[src/rtl/uart_pkg.sv]
// Shared UART definitions used by the receiver and the receive FIFO.
package uart_pkg;

    localparam int unsigned UART_DATA_W = 8;

    // One buffered frame: received byte plus its line-error flags.
    typedef struct packed {
        logic                   stop_err;
        logic                   parity_err;
        logic [UART_DATA_W-1:0] data;
    } rx_entry_t;

endpackage

[src/rtl/uart_rx_fifo_if.sv]
// Host-side read bus of the UART receive FIFO.
// master: the host (pops, clears overrun); slave: the FIFO.
interface uart_rx_fifo_if #(
    parameter int unsigned DEPTH  = 16,
    parameter int unsigned DATA_W = 8
);
    localparam int unsigned AW = $clog2(DEPTH);

    logic              rd_en;
    logic              clear_overrun;
    logic [DATA_W-1:0] rd_data;
    logic              rd_parity_err;
    logic              rd_stop_err;
    logic              empty;
    logic              full;
    logic [AW:0]       count;
    logic              overrun;

    modport master (
        output rd_en,
        output clear_overrun,
        input  rd_data,
        input  rd_parity_err,
        input  rd_stop_err,
        input  empty,
        input  full,
        input  count,
        input  overrun
    );

    modport slave (
        input  rd_en,
        input  clear_overrun,
        output rd_data,
        output rd_parity_err,
        output rd_stop_err,
        output empty,
        output full,
        output count,
        output overrun
    );

endinterface

[src/rtl/uart_fifo_mem.sv]
// Storage array for the receive FIFO: synchronous write, asynchronous read.
// Contents are deliberately not reset.
module uart_fifo_mem
    import uart_pkg::*;
#(
    parameter int unsigned DEPTH = 16
) (
    input  logic                     clk_i,
    input  logic                     we_i,
    input  logic [$clog2(DEPTH)-1:0] waddr_i,
    input  rx_entry_t                wdata_i,
    input  logic [$clog2(DEPTH)-1:0] raddr_i,
    output rx_entry_t                rdata_o
);

    rx_entry_t mem_q [DEPTH];

    // Write the accepted frame into its slot.
    always_ff @(posedge clk_i) begin
        if (we_i) begin
            mem_q[waddr_i] <= wdata_i;
        end
    end

    // Head entry is read combinationally for first-word-fall-through.
    always_comb begin
        rdata_o = mem_q[raddr_i];
    end

endmodule

[src/rtl/uart_rx_fifo.sv]
// UART receive buffer: captures frames on the rising edge of data_ready into a
// first-word-fall-through FIFO, reports lost frames through a sticky overrun.
// Optional feature macro UART_RX_FIFO_DROP_ERR_EN: frames with parity or stop
// errors are discarded and counted in err_cnt (saturating at 255).
module uart_rx_fifo
    import uart_pkg::*;
#(
    parameter int unsigned DEPTH  = 16,
    parameter int unsigned DATA_W = UART_DATA_W
) (
    input  logic              clk,
    input  logic              reset,
    input  logic [DATA_W-1:0] data_out,
    input  logic              data_ready,
    input  logic              parity_error,
    input  logic              stop_error,
    uart_rx_fifo_if.slave     host
`ifdef UART_RX_FIFO_DROP_ERR_EN
    ,
    output logic [7:0]        err_cnt
`endif
);

    localparam int unsigned AW = $clog2(DEPTH);

    logic [AW-1:0] wr_ptr_q, wr_ptr_d;
    logic [AW-1:0] rd_ptr_q, rd_ptr_d;
    logic [AW:0]   count_q, count_d;
    logic          overrun_q, overrun_d;
    logic          dr_hist_q, dr_hist_d;

    logic          push_req;
    logic          push_ev;
    logic          pop_ev;
    logic          push_acc;
    logic          drop_full;
    logic          empty_w;
    logic          full_w;
    rx_entry_t     wr_entry;
    rx_entry_t     head_entry;

`ifdef UART_RX_FIFO_DROP_ERR_EN
    logic [7:0]    err_cnt_q, err_cnt_d;
    logic          drop_err;
`endif

    // Push qualification, pop qualification and occupancy flags.
    always_comb begin
        empty_w  = (count_q == '0);
        full_w   = (count_q == (AW+1)'(DEPTH));
        push_req = data_ready & ~dr_hist_q;
`ifdef UART_RX_FIFO_DROP_ERR_EN
        drop_err = push_req & (parity_error | stop_error);
        push_ev  = push_req & ~(parity_error | stop_error);
`else
        push_ev  = push_req;
`endif
        pop_ev    = host.rd_en & ~empty_w;
        // A pop in the same cycle frees a slot, so a push while full still fits.
        push_acc  = push_ev & (~full_w | pop_ev);
        drop_full = push_ev & full_w & ~pop_ev;
        wr_entry  = '{stop_err:   stop_error,
                      parity_err: parity_error,
                      data:       UART_DATA_W'(data_out)};
    end

    // Next-state for pointers, occupancy, overrun and data_ready history.
    always_comb begin
        dr_hist_d = data_ready;
        wr_ptr_d  = wr_ptr_q;
        rd_ptr_d  = rd_ptr_q;
        count_d   = count_q;
        overrun_d = overrun_q;

        if (push_acc) begin
            wr_ptr_d = wr_ptr_q + AW'(1);
        end
        if (pop_ev) begin
            rd_ptr_d = rd_ptr_q + AW'(1);
        end
        if (push_acc && !pop_ev) begin
            count_d = count_q + (AW+1)'(1);
        end else if (!push_acc && pop_ev) begin
            count_d = count_q - (AW+1)'(1);
        end

        // A new drop wins over a simultaneous clear.
        if (drop_full) begin
            overrun_d = 1'b1;
        end else if (host.clear_overrun) begin
            overrun_d = 1'b0;
        end
    end

    // State registers; history resets high so a level held through reset is ignored.
    always_ff @(posedge clk or negedge reset) begin
        if (!reset) begin
            wr_ptr_q  <= '0;
            rd_ptr_q  <= '0;
            count_q   <= '0;
            overrun_q <= 1'b0;
            dr_hist_q <= 1'b1;
        end else begin
            wr_ptr_q  <= wr_ptr_d;
            rd_ptr_q  <= rd_ptr_d;
            count_q   <= count_d;
            overrun_q <= overrun_d;
            dr_hist_q <= dr_hist_d;
        end
    end

`ifdef UART_RX_FIFO_DROP_ERR_EN
    // Saturating count of frames discarded for line errors.
    always_comb begin
        err_cnt_d = err_cnt_q;
        if (drop_err && (err_cnt_q != 8'hFF)) begin
            err_cnt_d = err_cnt_q + 8'd1;
        end
    end

    // Error counter register.
    always_ff @(posedge clk or negedge reset) begin
        if (!reset) begin
            err_cnt_q <= 8'd0;
        end else begin
            err_cnt_q <= err_cnt_d;
        end
    end

    assign err_cnt = err_cnt_q;
`endif

    uart_fifo_mem #(
        .DEPTH (DEPTH)
    ) u_mem (
        .clk_i   (clk),
        .we_i    (push_acc),
        .waddr_i (wr_ptr_q),
        .wdata_i (wr_entry),
        .raddr_i (rd_ptr_q),
        .rdata_o (head_entry)
    );

    // Host outputs: head entry when non-empty, zeros otherwise.
    always_comb begin
        host.empty         = empty_w;
        host.full          = full_w;
        host.count         = count_q;
        host.overrun       = overrun_q;
        host.rd_data       = '0;
        host.rd_parity_err = 1'b0;
        host.rd_stop_err   = 1'b0;
        if (!empty_w) begin
            host.rd_data       = DATA_W'(head_entry.data);
            host.rd_parity_err = head_entry.parity_err;
            host.rd_stop_err   = head_entry.stop_err;
        end
    end

endmodule

[src/flat_wrapper.sv]
// flat-port wrapper written by rule: the top's interface ports become plain ports
module uart_rx_fifo_flat import uart_pkg::*;
#(
    parameter int unsigned DEPTH  = 16,
    parameter int unsigned DATA_W = UART_DATA_W
)
  (clk, reset, data_out, data_ready, parity_error, stop_error, host_rd_en, host_clear_overrun, host_rd_data, host_rd_parity_err, host_rd_stop_err, host_empty, host_full, host_count, host_overrun);
  uart_rx_fifo_if #(.DEPTH(DEPTH), .DATA_W(DATA_W)) host_i ();
  input  logic clk;
  input  logic reset;
  input  logic [DATA_W-1:0] data_out;
  input  logic data_ready;
  input  logic parity_error;
  input  logic stop_error;
  input wire logic [$bits(host_i.rd_en)-1:0] host_rd_en;
  input wire logic [$bits(host_i.clear_overrun)-1:0] host_clear_overrun;
  output wire logic [$bits(host_i.rd_data)-1:0] host_rd_data;
  output wire logic [$bits(host_i.rd_parity_err)-1:0] host_rd_parity_err;
  output wire logic [$bits(host_i.rd_stop_err)-1:0] host_rd_stop_err;
  output wire logic [$bits(host_i.empty)-1:0] host_empty;
  output wire logic [$bits(host_i.full)-1:0] host_full;
  output wire logic [$bits(host_i.count)-1:0] host_count;
  output wire logic [$bits(host_i.overrun)-1:0] host_overrun;
  assign host_i.rd_en = host_rd_en;
  assign host_i.clear_overrun = host_clear_overrun;
  assign host_rd_data = host_i.rd_data;
  assign host_rd_parity_err = host_i.rd_parity_err;
  assign host_rd_stop_err = host_i.rd_stop_err;
  assign host_empty = host_i.empty;
  assign host_full = host_i.full;
  assign host_count = host_i.count;
  assign host_overrun = host_i.overrun;
  uart_rx_fifo #(.DEPTH(DEPTH), .DATA_W(DATA_W)) u_core (.clk(clk), .reset(reset), .data_out(data_out), .data_ready(data_ready), .parity_error(parity_error), .stop_error(stop_error), .host(host_i));
endmodule
[config.mk]
export PLATFORM = sky130hd
export DESIGN_NAME = uart_rx_fifo_flat
export DESIGN_NICKNAME = d
export VERILOG_FILES = /design/src/rtl/uart_pkg.sv /design/src/rtl/uart_rx_fifo_if.sv /design/src/rtl/uart_fifo_mem.sv /design/src/rtl/uart_rx_fifo.sv /design/src/flat_wrapper.sv
export SDC_FILE = /design/constraint.sdc
export NUM_CORES = 1
export LEC_CHECK = 0
export CAP_MARGIN = 20
export CORE_UTILIZATION = 55
export CTS_BUF_LIST = sky130_fd_sc_hd__clkbuf_16
export DETAILED_ROUTE_END_ITERATION = 8
export PLACE_DENSITY = 0.74
export RECOVER_POWER = 50
export SLEW_MARGIN = 20
export SYNTH_ARGS = -nofsm -noshare
export SYNTH_HDL_FRONTEND = slang
export SYNTH_SLANG_ARGS = --single-unit
export TNS_END_PERCENT = 100
[constraint.sdc]
create_clock -name clk -period 4 [get_ports clk]
set_clock_uncertainty 0.2 [all_clocks]
set_input_delay 0.4 -clock clk [delete_from_list [all_inputs] [get_ports clk]]
set_output_delay 0.4 -clock clk [all_outputs]
set_load 0.05 [all_outputs]
==> reports/metrics.sh, run 1 <==
POWERDENSITY_mW_PER_MM2=736
CP-ENDPOINT='host_rd_data[7]'
OUTCOME='finished, final reports clean'
H_TREE_LVLS=4
MAXIMUM_NUMBER_OF_PINS_ON_ONE_NET_BEFORE_GLOBAL_ROUTE_REPAIR=34
REQUIRED_PS=3400
CTS_RESIZED=0
ROUTE.DETAILED.VIAS_PER_INST=5.88
CTS_SETUP_BUFFERS=0
FINAL_MIN_PERIOD_OVER_CLOCK_PERIOD=0.886
DESIGN.DIE.AREA_MM2=0.0134
USE_MET2=0.349
NUM-NETS-FINAL=416
RSZ0062_AT_GRT='no'
CP-END-KIND='output port'
SYNTH_EDF_COUNT=160
CLOCKBUFFERDEPTH=2
FIRST_ITER_VIOLATIONS=344
NETLIST_TOP_CELLS_AREA='sky130_fd_sc_hd__edfxtp_1 68%, sky130_fd_sc_hd__mux4_2 12%, sky130_fd_sc_hd__dfrtp_1 4.9%'
GP_CONGESTION=0.715
RR_ENDPOINT='u_core.host.count[4]'
GRT_FIRST_PASS_WIRELENGTH_MM=19.7
POST_SYNTH.CELL_AREA_AVG_UM2=20.1
P_COMB_FRAC=0.380
DETAILEDPLACE.WORSTSLACK_PS=801
FINISH.INSTANCE_AREA_MM2=0.00807
MAXCAPVIOLCOUNT=0
WORST_IR_DROP_VDD_uV=514
FILL_CELLS=901
HOLD_PATH.CLASS='input pin to async pin'
DP.FINAL_HPWL_MM=7.75
FINAL_MAX_SLEW_VIOL_COUNT=0
PORT_BUFFERS=32
CTS_INSERTED_BUFFERS=17
SYNTH.LIB_CELLS_USED.DISTINCT=41
CRITICAL_PATH_CLASS='register to output port'
YS_FF_LATCH=175
HOLD_VIOL=0
CTS_SINKS=175
CTS_TREE='yes'
YS_WARN_COUNT=0
DRT_FIRST_PASS_ITERS=4
SYNTHDOMINANTAREACELLTYPE='sky130_fd_sc_hd__edfxtp_1'
CTSROOTBUFFERMASTER='sky130_fd_sc_hd__clkbuf_16'
FLOORPLAN.INITIALDENSITY=0.563
PLACED_AREA_MM2=0.00758
MAXSLEWHEADROOM=0.503
SETUP_TNS_PS=0
GLOBALROUTEMET3UTIL=0.0502
FRACTION_OF_FINAL_LAYOUT_CELLS_SIZED_BEYOND_DRIVE_STRENGTH_1=0.197
SHARE_CLK_OF_TOTAL_POWER=0.232
CRIT_FANOUT=19
SYNTHESIS.NETS=379
NETLIST_INSTANCES=354
VIAS=3369
POST_CTS_HOLD_BUFFER_COUNT=0
GLOBAL_ROUTE.OVERFLOW_TOTAL=0
POWER.SWITCHING_FRACTION=0.346
CLK_LATENCY_PS=430
SEQUENTIALPOWERSHARE=0.388
FINAL_PERIOD_MINUS_WORST_SETUP_SLACK_PS=3540
VIA_COUNT_OF_THE_FIRST_GLOBAL_ROUTING_PASS=3556
FINAL_CRITICAL_PATH_SETUP_SLACK_PS=456
GRT_ANTENNA_BEFORE_REPAIR=0
AVGROUTEDWIREPERCELL_UM=22.2
CELLLEAKAGEPOWER_nW=2.68
PLACEMENT_ROWS=41
GRT_USE_TOTAL=0.214
FLOORPLAN.DIE.WIDTH_UM=116
LAYOUT-AREA-OVERHEAD-VS-SYNTH_PCT=13.5
NUMBER_OF_INSERTED_DIODES=0
NUMBER_OF_SETUP_VIOLATIONS_IN_THE_FINAL_REPORT=0
CRIT_PATH_START_KIND='register'
YS_SEQ_AREA_FRAC=0.729
POST-ROUTE-DRC-COUNT=0
WORST_R2R_PATH_DEPTH=9
RRSETUPSLACK_PS=750
SYNTH_LARGEST_TYPE_AREA_FRACTION=0.676
TOTAL_WIRELENGTH_MM=12.7
SYNTH-MAIN-FF-CELL='sky130_fd_sc_hd__edfxtp_1'
ROUTE.ANTENNA.REMAINING_NETS=0
WORSTREG2REGSTART='u_core.host.count[0]'
FLOORPLAN.IO_PINS=33
SWITCHING_POWER_mW=2.06
GRT_USE_MET1=0.282
DIEHEIGHT_UM=116
ACHIEVABLE-FREQUENCY_GHz=0.282
CRITPATHLAUNCH='u_core.rd_ptr_q[1]'
INTERNAL_POWER_mW=3.88
SYN-CELL-AREA_MM2=0.00710
GLOBALROUTE.BUSIESTLAYER='met2'
TIGHTESTPINTRANSITION_PS=743
CLK_PIN_SLEW_PS=60
TIMING.CRITICAL_PATH.ARRIVAL_PS=2940
FP.COREAREA_MM2=0.0126
SYNTH_ASYNC_SR_FLOP_SHARE=0.0857
==> metrics by stage <==
step	hold WS [ps]	util	cells	total power, mW
floorplan	-95.6	-	354	3.99
global placement	256	0.601	544	4.57
detailed placement	262	0.601	544	4.61
CTS	210	0.639	573	5.98
global route	298	0.639	573	6.20
finish	276	0.639	573	5.94
==> critical path: stages, from the launching register on <==
cell and delay (ps):
sky130_fd_sc_hd__dfrtp_2 380, sky130_fd_sc_hd__buf_4 290, sky130_fd_sc_hd__mux4_1 600, sky130_fd_sc_hd__mux2_2 290, sky130_fd_sc_hd__o21ai_1 120, sky130_fd_sc_hd__a21oi_1 80, sky130_fd_sc_hd__clkdlybuf4s50_1 760
==> layout by cell type (no fill, tap or decap), drive strengths merged, types with 11 or more instances in the layout <==
cell	count
mux2	12
edfxtp	160
dfrtp	14
a21oi	12
mux2i	11
clkbuf	18
clkdlybuf4s50	20
dlygate4sd3	12
o21ai	14
mux4	40
==> flip-flops by register name (all words and copies together) (netlist names) <==
name,count
u_core.host.overrun,1
u_core.wr_ptr_q,4
u_core.rd_ptr_q,4
u_core.u_mem.mem_q,160
u_core.dr_hist_q,1
u_core.host.count,5
==> metal layers <==
layer | vias up | part of all wire
li1 | 1512 | -
met5 | - | 0
met4 | 0 | 0.013
met2 | 128 | 0.51
met1 | 1716 | 0.42
met3 | 13 | 0.064
==> cell usage after synthesis, types with 2 or more instances <==
master and instances:
sky130_fd_sc_hd__and4_1 4, sky130_fd_sc_hd__a21o_1 3, sky130_fd_sc_hd__ha_1 9, sky130_fd_sc_hd__a21oi_1 12, sky130_fd_sc_hd__inv_2 2, sky130_fd_sc_hd__xor2_1 2, sky130_fd_sc_hd__edfxtp_1 160, sky130_fd_sc_hd__mux4_2 37
sky130_fd_sc_hd__buf_2 7, sky130_fd_sc_hd__clkbuf_1 6, sky130_fd_sc_hd__and2_1 7, sky130_fd_sc_hd__inv_1 5, sky130_fd_sc_hd__mux2_2 10, sky130_fd_sc_hd__nand2_1 8, sky130_fd_sc_hd__nand3_1 2, sky130_fd_sc_hd__o21ai_1 12
sky130_fd_sc_hd__o21ai_0 2, sky130_fd_sc_hd__mux4_1 3, sky130_fd_sc_hd__mux2i_1 11, sky130_fd_sc_hd__xnor2_1 7, sky130_fd_sc_hd__and3_1 6, sky130_fd_sc_hd__dfrtp_1 14, sky130_fd_sc_hd__mux2_1 2, sky130_fd_sc_hd__buf_4 2
sky130_fd_sc_hd__nor2_1 2, sky130_fd_sc_hd__buf_6 2, sky130_fd_sc_hd__nor3_1 3
==> worst min path at each step <==
stage | from | to | slack, ps | depth (start not counted)
2_1_floorplan | reset | u_core.host.count[0] | -100 | 0
3_3_place_gp | u_core.rd_ptr_q[3] | u_core.rd_ptr_q[3] | 260 | 1
3_5_place_dp | u_core.rd_ptr_q[3] | u_core.rd_ptr_q[3] | 260 | 1
4_1_cts | data_ready | u_core.dr_hist_q | 210 | 1
5_1_grt | u_core.rd_ptr_q[3] | u_core.rd_ptr_q[3] | 300 | 1
6_report | reset | u_core.host.overrun | 280 | 1
==> power groups by stage <==
stage	Clock, mW	Sequential (mW)	Combinational, mW
final	1.38	2.30	2.25
after global routing	1.46	2.32	2.42
after CTS	1.39	2.30	2.29
after detailed placement	0	2.34	2.28
after global placement	0	2.32	2.24
after floorplan	0	2.35	1.64
==> area by class of cell <==
class	count	area (µm²)	share of cell area
sequential	175	5180	0.643
multi-input combinational	153	1780	0.220
clock buffer	17	425	0.0527
timing repair buffer	37	379	0.0470
tap	172	215	0.0267
clock inverter	12	58.8	0.00729
inverter	7	26.3	0.00326
==> kinds of logic after synthesis <==
logic type,count (synthesis),synth area share
flops,175,0.729
mux,63,0.163
simple gates,38,0.0319
compound gates,33,0.0255
buf+inv,26,0.0204
fa+ha+maj,10,0.0187
xor+xnor,9,0.0111
Note: power is estimated with default switching activity, not from simulation.
==> inputs of run 2 (changes only) <==
CORE_MARGIN = 4   (was unset)
==> reports/metrics.sh, run 2 (synthesis gave the netlist of run 1 again) <==
NUM-NETS-FINAL=417
FP.COREAREA_MM2=0.0126
DIEHEIGHT_UM=122
DESIGN.DIE.AREA_MM2=0.0148
RSZ0062_AT_GRT='no'
LAYOUT-AREA-OVERHEAD-VS-SYNTH_PCT=15.8
TIMING.CRITICAL_PATH.ARRIVAL_PS=3070
GRT_FIRST_PASS_WIRELENGTH_MM=20.5
ACHIEVABLE-FREQUENCY_GHz=0.273
NUMBER_OF_INSERTED_DIODES=0
REQUIRED_PS=3400
CP_SLOWEST_STAGE_DELAY_PS=760
AVGROUTEDWIREPERCELL_UM=22.6
FINAL_MIN_PERIOD_OVER_CLOCK_PERIOD=0.917
FRACTION_OF_FINAL_LAYOUT_CELLS_SIZED_BEYOND_DRIVE_STRENGTH_1=0.205
CRIT_PATH_START_KIND='register'
LARGEST_REGISTER_FFS=160
FLOORPLAN.IO_PINS=33
ROUTE.ANTENNA.REMAINING_NETS=0
FINAL_CRITICAL_PATH_SETUP_SLACK_PS=333
FIRST_ITER_VIOLATIONS=335
GLOBAL_ROUTE.OVERFLOW_TOTAL=0
CRIT_FANOUT=29
FINALNONFILLERCELLS=577
OUTCOME='finished, final reports clean'
GRT_ANTENNA_BEFORE_REPAIR=0
PORT_BUFFERS=32
MAXIMUM_NUMBER_OF_PINS_ON_ONE_NET_BEFORE_GLOBAL_ROUTE_REPAIR=32
CLOCKBUFFERDEPTH=2
FLOORPLAN.INITIALDENSITY=0.563
HOLD_PATH.CLASS='input pin to async pin'
SETUP_TNS_PS=0
FINAL_COMMON_CELL='sky130_fd_sc_hd__edfxtp_1'
CRIT_BUF_INV=1
POWERDENSITY_mW_PER_MM2=771
GP_CONGESTION=0.733
ROUTE.DETAILED.VIAS_PER_INST=5.81
MOST-COMMON-LAYOUT-CELLS='160 x sky130_fd_sc_hd__edfxtp_1, 37 x sky130_fd_sc_hd__mux4_2, 20 x sky130_fd_sc_hd__clkdlybuf4s50_1'
CP-END-KIND='output port'
TIGHTESTPINTRANSITION_PS=802
DRT_FIRST_PASS_ITERS=4
CTS_SETUP_BUFFERS=0
DP.FINAL_HPWL_MM=8.11
VIAS=3352
MAXSLEWHEADROOM=0.465
CTS_INSERTED_BUFFERS=17
MAXCAPVIOLCOUNT=0
DETAILEDPLACE.WORSTSLACK_PS=540
H_TREE_LVLS=4
CTS_TREE='yes'
TOTAL_WIRELENGTH_MM=13.0
CRITICAL_PATH_CLASS='register to output port'
VIA_COUNT_OF_THE_FIRST_GLOBAL_ROUTING_PASS=3643
FLOORPLAN.DIE.WIDTH_UM=122
CRITICAL-PATH-SLOWEST-CELL='sky130_fd_sc_hd__dfrtp_4'
CRITICAL_PATH.CELL_CHAIN='mux4_1 -> mux2_2 -> o21ai_1 -> a21oi_1 -> clkdlybuf4s50_1'
MOST_FLOPS_REGISTER='u_core.u_mem.mem_q'
CLK_PIN_SLEW_PS=60
PLACEMENT_ROWS=41
CTS_SINKS=175
NUMBER_OF_SETUP_VIOLATIONS_IN_THE_FINAL_REPORT=0
CELLLEAKAGEPOWER_nW=2.77
PLACED_CELLS=545
GRT_USE_TOTAL=0.194
CTSROOTBUFFERMASTER='sky130_fd_sc_hd__clkbuf_16'
FAMILY_OF_CELLS_WITH_THE_GREATEST_SUMMED_DELAY_ON_THE_CRITICAL_PATH='multiplexers'
FIN_UTIL=0.652
FINAL_MAX_SLEW_VIOL_COUNT=0
WORST_IR_DROP_VDD_uV=695
CLK_LATENCY_PS=420
FINAL_PERIOD_MINUS_WORST_SETUP_SLACK_PS=3670
HOLD_VIOL=0
POST-ROUTE-DRC-COUNT=0
==> run 2: cell count changes in the layout (fill, tap and decap cells not counted), sizes merged <==
cell      previous run  this run
bufinv               0         6
clkinvlp             3         0
buf                  4         5
==> run 2: report_power, final <==
| part | internal (mW) | leakage, nW | switching, mW | total [mW] |
|---|---|---|---|---|
| Clock | 1.16 | 0.323 | 0.643 | 1.80 |
| Combinational | 0.949 | 0.829 | 1.18 | 2.13 |
| Sequential | 2.16 | 1.62 | 0.247 | 2.40 |
==> run 2: final timing paths <==
path                                      start                    to  slack [ps]  cells past startpoint
min                                       reset    u_core.wr_ptr_q[1]         270                      1
min in group clk            u_core.host.overrun   u_core.host.overrun         350                      2
max reg2reg                u_core.host.count[0]  u_core.host.count[4]         500                      9
max                          u_core.rd_ptr_q[1]      host_rd_stop_err         330                      5
min reg2reg                 u_core.host.overrun   u_core.host.overrun         350                      2
max in group asynchronous                 reset    u_core.rd_ptr_q[1]        2800                      1
==> run 2: per-stage QoR <==
| step | hold WS [ps] | power (mW) | cell area, µm² |
|---|---|---|---|
| after floorplan | -95.6 | 3.99 | 7100 |
| after global placement | 328 | 4.54 | 7580 |
| after detailed placement | 348 | 4.60 | 7580 |
| after CTS | 200 | 6.41 | 8230 |
| after global routing | 320 | 6.62 | 8220 |
| final | 274 | 6.34 | 8220 |
==> run 2: layout make-up <==
| cell class | instances | area (µm²) |
|---|---|---|
| sequential | 175 | 5190 |
| clock buffer | 17 | 425 |
| clock inverter | 15 | 225 |
| multi-input combinational | 153 | 1770 |
| inverter | 7 | 26.3 |
| tap | 172 | 215 |
| timing repair buffer | 38 | 374 |
| fill | 907 | 4400 |
==> run 2: timing repair <==
| action | CTS | global route |
|---|---|---|
| setup endpoints to repair | 0 | 6 |
| hold buffers | 0 | 0 |
| gates resized for setup | 0 | 1 |
==> run 2: metal layers <==
metal	share of wire	vias to the layer above	global-route usage
met2	0.54	98	0.330
met3	0.061	9	0.0441
li1	-	1515	-
met1	0.39	1730	0.247
met4	0.011	0	0.0693
met5	0	-	0
==> inputs of run 3 (changes only) <==
GPL_TIMING_DRIVEN = 0   (was unset)
==> reports/metrics.sh, run 3 (synthesis gave the netlist of run 1 again) <==
CLK_PIN_SLEW_PS=60
FLOORPLAN.INITIALDENSITY=0.563
CTS_INSERTED_BUFFERS=17
NUMBER_OF_SETUP_VIOLATIONS_IN_THE_FINAL_REPORT=0
GLOBAL_ROUTE.OVERFLOW_TOTAL=0
CRIT_FANOUT=10
FLOORPLAN.DIE.WIDTH_UM=122
MOST-COMMON-LAYOUT-CELLS='160 x sky130_fd_sc_hd__edfxtp_1, 37 x sky130_fd_sc_hd__mux4_2, 20 x sky130_fd_sc_hd__clkdlybuf4s50_1'
WORST_PATH_MOST_REPEATED_CELL='sky130_fd_sc_hd__ha_1'
HOLD_PATH.CLASS='input pin to async pin'
DP.FINAL_HPWL_MM=8.90
TIGHTESTPINTRANSITION_PS=709
TIMING.CRITICAL_PATH.ARRIVAL_PS=3700
PORT_BUFFERS=32
CRIT_BUF_INV=2
ACHIEVABLE-FREQUENCY_GHz=0.277
CP-END-KIND='register'
DESIGN.DIE.AREA_MM2=0.0148
FINAL_COMMON_CELL='sky130_fd_sc_hd__edfxtp_1'
DRT_FIRST_PASS_ITERS=5
FRACTION_OF_FINAL_LAYOUT_CELLS_SIZED_BEYOND_DRIVE_STRENGTH_1=0.215
TOTAL_WIRELENGTH_MM=13.7
FAMILY_OF_CELLS_WITH_THE_GREATEST_SUMMED_DELAY_ON_THE_CRITICAL_PATH='compound AO/OA/AOI/OAI gates'
FP.COREAREA_MM2=0.0126
POWERDENSITY_mW_PER_MM2=767
POST_CTS_HOLD_BUFFER_COUNT=0
FLOORPLAN.IO_PINS=33
HOLD_VIOL=0
GP_CONGESTION=0.756
CP_SLOWEST_STAGE_DELAY_PS=600
RSZ0062_AT_GRT='no'
VIA_COUNT_OF_THE_FIRST_GLOBAL_ROUTING_PASS=3706
AVGROUTEDWIREPERCELL_UM=23.2
CTS_SINKS=175
MOST_FLOPS_REGISTER='u_core.u_mem.mem_q'
POST-ROUTE-DRC-COUNT=0
GRT_USE_TOTAL=0.203
FIN_UTIL=0.653
REQUIRED_PS=4090
H_TREE_LVLS=4
GRT_FIRST_PASS_WIRELENGTH_MM=21.3
VIAS=3473
LAYOUT-AREA-OVERHEAD-VS-SYNTH_PCT=15.9
CELLLEAKAGEPOWER_nW=2.79
CTS_TREE='yes'
DIEHEIGHT_UM=122
CRIT_PATH_START_KIND='register'
SETUP_TNS_PS=0
MAXCAPVIOLCOUNT=0
PLACEMENT_ROWS=41
ROUTE.ANTENNA.REMAINING_NETS=0
NUMBER_OF_INSERTED_DIODES=0
WORST_IR_DROP_VDD_uV=915
NUM-NETS-FINAL=430
RRSETUPSLACK_PS=390
MAXSLEWHEADROOM=0.526
FINAL_MIN_PERIOD_OVER_CLOCK_PERIOD=0.902
FINAL_MAX_SLEW_VIOL_COUNT=0
CRITICAL_PATH_CLASS='register to register'
FIRST_ITER_VIOLATIONS=360
CTS_SETUP_BUFFERS=0
ROUTE.DETAILED.VIAS_PER_INST=5.89
MAXIMUM_NUMBER_OF_PINS_ON_ONE_NET_BEFORE_GLOBAL_ROUTE_REPAIR=17
CLOCKBUFFERDEPTH=2
LARGEST_REGISTER_FFS=160
FINAL_PERIOD_MINUS_WORST_SETUP_SLACK_PS=3610
OUTCOME='finished, final reports clean'
CTSROOTBUFFERMASTER='sky130_fd_sc_hd__clkbuf_16'
CRITICAL_PATH.CELL_CHAIN='nor4_1 -> a31oi_1 -> clkbuf_1 -> ha_1 -> inv_1 -> ha_1 -> a21o_1 -> a2111oi_0 -> o31ai_1'
CRITICAL-PATH-SLOWEST-CELL='sky130_fd_sc_hd__nor4_1'
GRT_ANTENNA_BEFORE_REPAIR=0
CLK_LATENCY_PS=420
CTS_RESIZED=0
==> run 3: changes by cell type in the layout (fill, tap and decap cells not counted) <==
cell | before | now
sky130_fd_sc_hd__buf_2 | 0 | 7
sky130_fd_sc_hd__clkinv_1 | 4 | 2
sky130_fd_sc_hd__dfrtp_4 | 1 | 0
sky130_fd_sc_hd__clkbuf_1 | 1 | 6
sky130_fd_sc_hd__clkinv_2 | 1 | 5
sky130_fd_sc_hd__buf_1 | 0 | 1
sky130_fd_sc_hd__bufinv_16 | 6 | 4
sky130_fd_sc_hd__o21ai_1 | 12 | 11
sky130_fd_sc_hd__o21ai_0 | 2 | 3
sky130_fd_sc_hd__buf_4 | 4 | 2
sky130_fd_sc_hd__dfrtp_2 | 1 | 0
sky130_fd_sc_hd__buf_6 | 0 | 2
sky130_fd_sc_hd__dfrtp_1 | 12 | 14
==> run 3: power breakdown <==
part           switching (mW)  total (mW)  internal [mW]
clock                   0.644        1.67           1.03
sequential             0.0886        2.24           2.15
combinational            1.41        2.39          0.989
total                    2.14        6.31           4.17
==> run 3: metrics by stage <==
stage | setup WS, ps | hold slack (ps) | total power [mW] | std cells | cell area, µm²
after detailed placement | 163 | 326 | 4.69 | 558 | 7640
after CTS | 380 | 201 | 6.37 | 590 | 8240
after floorplan | 798 | -95.6 | 3.99 | 354 | 7100
final | 391 | 272 | 6.31 | 590 | 8240
after global routing | 175 | 314 | 6.60 | 590 | 8240
after global placement | 385 | 330 | 4.63 | 558 | 7640
==> run 3: path summary, 6_finish.rpt <==
kind | endpoint | cells after the start | start
min | u_core.rd_ptr_q[3] | 1 | reset
min in group clk | u_core.host.overrun | 2 | u_core.host.overrun
max in group asynchronous | u_core.wr_ptr_q[3] | 1 | reset
min reg2reg | u_core.host.overrun | 2 | u_core.host.overrun
max reg2reg | u_core.host.count[4] | 9 | u_core.host.count[0]
max | u_core.host.count[4] | 9 | u_core.host.count[0]
==> run 3: worst register-to-register path, cell delays in order, from the launching register on <==
cell,delay [ps]
sky130_fd_sc_hd__dfrtp_1,450
sky130_fd_sc_hd__nor4_1,600
sky130_fd_sc_hd__a31oi_1,310
sky130_fd_sc_hd__clkbuf_1,290
sky130_fd_sc_hd__ha_1,290
sky130_fd_sc_hd__inv_1,200
sky130_fd_sc_hd__ha_1,310
sky130_fd_sc_hd__a21o_1,220
sky130_fd_sc_hd__a2111oi_0,440
sky130_fd_sc_hd__o31ai_1,150
==> run 3: cell type report <==
type	instances	area, µm²
flip-flops and latches	175	5180
fillers	887	4380
multi-input cells	153	1770
clock buffers	17	425
repair buffers	32	320
well taps	172	215
clock inverters	15	178
plain buffers	19	119
inverters	7	26.3
==> run 3: metal layers <==
layer / up-vias / track usage / part of all wire
met2: 120 / 0.332 / 0.50
met1: 1795 / 0.265 / 0.43
li1: 1540 / - / -
met5: - / 0 / 0
met4: 0 / 0.0728 / 0.013
met3: 18 / 0.0552 / 0.052
